`src/rtl/sequential_divider.sv`:
```
// rtl/sequential_divider.sv - constant-latency restoring divider with start/done handshake
// One quotient bit per cycle, always WIDTH iterations, zero divisor handled by the same datapath.
module sequential_divider #(
    parameter int WIDTH = 32
) (
    input  logic             clk,
    input  logic             rst,
    input  logic             start,
    input  logic [WIDTH-1:0] dividend,
    input  logic [WIDTH-1:0] divisor,
    output logic [WIDTH-1:0] quotient,
    output logic [WIDTH-1:0] remainder,
    output logic             busy,
    output logic             quotientDone
);

    localparam int CW = (WIDTH > 2) ? $clog2(WIDTH) : 1;

    localparam logic [1:0] IDLE = 2'd0;
    localparam logic [1:0] RUN  = 2'd1;
    localparam logic [1:0] DONE = 2'd2;

    logic [1:0]       state;
    logic [CW-1:0]    cnt;
    logic [WIDTH-1:0] q;
    logic [WIDTH-1:0] r;
    logic [WIDTH-1:0] dreg;
    logic [WIDTH:0]   trial;
    logic [WIDTH-1:0] next_q;
    logic [WIDTH-1:0] next_r;

    // Extra bit keeps the shifted-in dividend bit; MSB of trial is the borrow.
    assign trial = {r, q[WIDTH-1]} - {1'b0, dreg};

    always_comb begin
        next_q = {q[WIDTH-2:0], 1'b0};
        next_r = {r[WIDTH-2:0], q[WIDTH-1]};
        if (!trial[WIDTH]) begin
            next_q = {q[WIDTH-2:0], 1'b1};
            next_r = trial[WIDTH-1:0];
        end
    end

    assign busy         = (state == RUN);
    assign quotientDone = (state == DONE);

    always_ff @(posedge clk) begin
        if (rst) begin
            state     <= IDLE;
            cnt       <= '0;
            q         <= '0;
            r         <= '0;
            dreg      <= '0;
            quotient  <= '0;
            remainder <= '0;
        end else begin
            case (state)
                IDLE, DONE: begin
                    if (start) begin
                        dreg  <= divisor;
                        q     <= dividend;
                        r     <= '0;
                        cnt   <= '0;
                        state <= RUN;
                    end
                end
                RUN: begin
                    q   <= next_q;
                    r   <= next_r;
                    cnt <= cnt + CW'(1);
                    if (cnt == CW'(WIDTH - 1)) begin
                        quotient  <= next_q;
                        remainder <= next_r;
                        state     <= DONE;
                    end
                end
                default: state <= IDLE;
            endcase
        end
    end

endmodule

```
`config.mk`:
```
export PLATFORM = sky130hd
export DESIGN_NAME = sequential_divider
export DESIGN_NICKNAME = d
export VERILOG_FILES = /design/src/rtl/sequential_divider.sv
export SDC_FILE = /design/constraint.sdc
export NUM_CORES = 1
export LEC_CHECK = 0
export BUFFER_PORTS_ARGS = -buffer_cell sky130_fd_sc_hd__buf_4
export CAP_MARGIN = 10
export CORE_MARGIN = 2
export CORE_UTILIZATION = 40
export CTS_CLUSTER_DIAMETER = 120
export DETAILED_ROUTE_END_ITERATION = 7
export SLEW_MARGIN = 40
export SYNTH_ARGS = -nofsm -noshare
export SYNTH_HDL_FRONTEND = slang
export SYNTH_SLANG_ARGS = --single-unit
```
`constraint.sdc`:
```
create_clock -name clk -period 3.2 [get_ports clk]
set_clock_uncertainty 0.2 [all_clocks]
set_input_delay 0.64 -clock clk [delete_from_list [all_inputs] [get_ports clk]]
set_output_delay 0.64 -clock clk [all_outputs]
set_load 0.02 [all_outputs]
```
; After elaboration in Yosys (flattened, before gate mapping)
; Cells that the tools add are included.
[word_totals]
out_inout_bits = 66
register_bits = 167
elab_cells = 32
inputBits = 67
[op_classes]
n_mux = 11
addsub = 2
eq_ne = 5
reduce_logical = 7
[op_table]
columns = operator, count
row1 = 32-bit case mux with 2 select lines, 2
row2 = 32-bit 2-to-1 mux, 3
row3 = 33-bit by 32-bit subtractor with 33-bit output, 1
row4 = 5-bit case mux with 2 select lines, 1
row5 = 2-bit AND reduction, 4
row6 = "5-bit by 1-bit adder with 5-bit output, second input constant", 1
row7 = "5-bit equality test, second input constant", 1
row8 = 5-bit 2-to-1 mux, 1
row9 = 2-bit 2-to-1 mux, 2
row10 = 2-bit case mux with 2 select lines, 1
row11 = "2-bit by 1-bit equality test with 1-bit output, second input constant", 1
row12 = "2-bit equality test, second input constant", 1
row13 = 2-bit logical NOT, 1
row14 = "2-bit by 1-bit != test with 1-bit output, second input constant", 1
row15 = "2-bit != test, second input constant", 1
row16 = 2-bit nonzero test, 1
row17 = 2-bit OR reduction, 1
row18 = 1-bit 2-to-1 mux, 1

; Longest topological paths before layout
[logic_depth]
depth_word = 4
ltp_mapped = 13
mapped_depth_nobuf = 11

; Worst setup path after synthesis
; No wires, ideal clock.
[synth_timing]
path_type = reg-to-reg
startpoint = register q[31]
endpoint = register remainder[29]
required_ns = 2.921
n_path_buf = 1
synth_period_minus_slack_ns = 3.006
setup_slack_ns = 0.194
t_arrival_ns = 2.727
path_stages_with_launch = 13
setup_ns = 0.079
cell_sequence = dfxtp_1 inv_1 ha_1 fa_1 nand2b_1 a21oi_1 o2111a_2 or2_4 a21oi_2 or3_1 buf_6 or2_4 o221ai_2
[synth_via]
elab_chain_len = 2
[synth_rtl]
columns = item, line
row1 = "start, declared", 25  ; logic [WIDTH-1:0] q;
row2 = "start signal, assigned", 61  ; q <= dividend;
row3 = "start signal, assigned", 68  ; q <= next_q;
row4 = 33-bit by 32-bit subtractor with 33-bit output, 33  ; assign trial = {r, q[WIDTH-1]} - {1'b0, dreg};
row5 = 32-bit 2-to-1 mux, 38  ; if (!trial[WIDTH]) begin
row6 = "end signal, assigned", 73  ; remainder <= next_r;
row7 = "end, declared", 12  ; output logic [WIDTH-1:0] remainder,
; No other way between the ends.
; A chain may end at the register's enable or synchronous reset.

; Worst setup path in the final report
[layout_timing]
startpoint = register r[4]
endpoint = register remainder[16]
[layout_via]
elab_chain_len = 2
[layout_rtl]
columns = item, line
row1 = "start, declared", 26  ; logic [WIDTH-1:0] r;
row2 = "start signal, assigned", 69  ; r <= next_r;
row3 = 33-bit by 32-bit subtractor with 33-bit output, 33
row4 = 32-bit 2-to-1 mux, 38
; No other way between the ends.

==> qor.yml <==
status: "completed"
power_density_mw_per_mm2: 1310
clockBufferDepth: 2
post_drt_via_cell_ratio: 5.32
critPathArrivalTime_ns: 3.24
finalSetupViolCount: 0
critPathRequiredTime_ns: 3.36
power.share.combinational_pct: 66.8
die_area_mm2: 0.0222
hold_buffers: 0
hold_violations: 0
end_kind: "flop"
dpl.hpwl_um: 16100
syn-num-nets: 1165
async_flop_share_pct: 0
start_util_pct: 40.5
avgSynthCellArea_um2: 7.92
layout-drive-gt1-share_pct: 21.4
worst-path-buf-inv: 2
ant_nets: 0
drt_iter0_markers: 567
cp-start-kind: "flop"
fin_tns_setup_ns: 0
io_buffer_count: 132
clockPowerShare_pct: 15.2
fin_nets: 1282
yosys_warnings: 0
track_usage_pct: 20.4
num_vias: 7809
p_total_uw: 14000
placed_area_mm2: 0.00970
whs_ns: 0.240
swShare_pct: 44.3
multi_input_area_mm2: 0.00484
dpl_worst_slack_ns: 0.0360
die-width_um: 149
n_fill_cell: 2071
drc_errors: 0
synth-seq-cells: 167
path_cells: "ha_1 > a21o_1 > a211o_1 > o2111a_2 > or2_4 > a21oi_2 > nor3_4 > buf_4 > clkbuf_16 > mux2i_4 > a211oi_1"
htree_levels: 4
numClockSinks: 167
die_h_um: 149
ir_drop_mv: 0.945
grt_pass1_vias: 7328
crit_fanout: 6
area_growth_pct: 26.8
clk_pin_slew_ns: 0.08
fp.coreArea_mm2: 0.0208
cp_top_family: "compound AO/OA/AOI/OAI gates"
max_slew_margin_pct: 50.6
syn_inst: 1063
synth_cell_type_count: 68
max_stage_delay_ns: 0.40
synth_ff_type: "dfxtp_1"
fin_area_mm2: 0.0107
routed_wl_um: 23100
antenna_found_initial: 0
max_cap_violations: 0
synth_top_area_share_pct: 39.7
synth_area_leaders: "dfxtp_1, nand2_1, a21oi_1, ha_1, mux2i_1"
cts-root-buf: "clkbuf_16"
syn_area_mm2: 0.00842
max_clock_freq_ghz: 0.324
cts_tree: "done"
avgRoutedWirePerCell_um: 15.7
yosysMostFrequentCell: "nand2_1"
slew_violations: 0
worstSetupPathType: "flop to flop"
seqPwrFrac_pct: 18.0
worst_pin_slew_ns: 0.741
period_share_pct: 96.5
regArea_mm2: 0.00334
crit_slowest_cell: "dfxtp_1"
grt_max_degree: 81
synthTopCellsByCount: "nand2_1, dfxtp_1, a21oi_1, nor2_1, clkbuf_1"
placementRows: 53
worst_hold_path_type: "input port to flop"
first_pass_iters: 5
synth_edf_count: 0
yosysTopAreaCell: "dfxtp_1"
numCtsBuffers: 17
n_antenna_cell: 0
overflow: 0
internal-power_uw: 7780
p_leak_uw: 0.00423
p_sw_uw: 6180
setup_ws_ns: 0.114
grt_pass1_wl_um: 36600
fin_crit_ns: 3.09
clock_latency_ns: 0.44
yosysSeqAreaShare_pct: 39.7
io_pins: 133
gp_congestion: 0.909
-- cell type report --
type                       instances  area share (%)
sequential                       167            31.3
tap                              275            3.22
clock inverter                    15            1.89
inverter                          46            1.62
multi-input combinational        779            45.3
timing repair buffer             169            12.7
clock buffer                      17            3.98
-- cell families (layout without fill, tap and decap cells) --
family                   Yosys count  count (layout)  share of synthesized area [%]
buffers and inverters            117             247                           6.03
adder cells (fa/ha/maj)           35              35                           5.29
flip-flops                       167             167                           39.7
multiplexers                      31              31                           3.70
AND/OR/NAND/NOR                  373             373                           19.5
AO/OA/AOI/OAI                    319             319                           23.6
XOR/XNOR                          21              21                           2.18
-- metrics by stage --
step                      util [%]  std cells
after floorplan                  -       1063
after global placement        46.6       1429
after detailed placement      46.6       1429
after CTS                     49.6       1461
after global routing          51.3       1468
final                         51.3       1468
-- tightest hold or removal path: cells and delay by family --
family | cells | cell delay [ns]
buffers and inverters | 1 | 0.11
AND/OR/NAND/NOR | 1 | 0.04
AO/OA/AOI/OAI | 1 | 0.05
-- per-layer routing --
metal,vias to the layer above,global-route usage [%],part of all wire (%)
met5,-,0,0
met1,3639,27.4,47
li1,3977,-,-
met3,29,4.59,4.7
met4,0,5.67,1.3
met2,164,33.0,47
-- power groups by stage --
stage,clock network (uW),registers [uW],logic [uW]
finish,2120,2510,9330
global route,2250,2540,10000
CTS,2160,2470,6930
detailed placement,0,2520,6870
global placement,0,2520,6790
floorplan,0,2460,5610
-- layout by cell type, fill, tap and decap left out, drive strengths merged, types with 5 or more instances in the layout --
master | synthesis | routed
nand2 | 223 | 223
dfxtp | 167 | 167
buf | 17 | 167
a21oi | 139 | 139
nor2 | 60 | 60
inv | 46 | 52
o21ai | 51 | 51
a22oi | 34 | 34
ha | 34 | 34
a211oi | 30 | 30
mux2i | 30 | 30
clkbuf | 54 | 19
nor3 | 16 | 16
nand3 | 13 | 13
xnor2 | 12 | 12
o211ai | 10 | 10
xor2 | 9 | 9
nand2b | 9 | 9
clkinv | 0 | 9
and3 | 7 | 7
a211o | 7 | 7
nand3b | 6 | 6
nor3b | 6 | 6
nand4 | 6 | 6
or3 | 6 | 6
a21o | 5 | 5
o21a | 5 | 5
a311oi | 5 | 5
nor4 | 5 | 5
-- worst paths after layout --
kind	startpoint	to	slack [ns]	cells after the start
setup / recovery	r[4]	remainder[16]	0.11	11
hold reg to reg	dreg[29]	dreg[29]	0.26	2
setup reg to reg	r[4]	remainder[16]	0.11	11
hold / removal	divisor[12]	dreg[12]	0.24	3
-- sequential cells by signal, indices dropped and copies added, names as in the netlist --
register	cells
dreg	32
q	32
cnt	5
state	2
quotient	32
r	32
remainder	32
-- timing repair --
| item | CTS | global route |
|---|---|---|
| gates resized for setup | 1 | 50 |
| gates cloned | 0 | 3 |
| setup endpoints to repair | 1 | 62 |
| pin swaps | 0 | 4 |
| buffers inserted | 0 | 4 |
No activity file was read; power rests on OpenSTA's default activity.
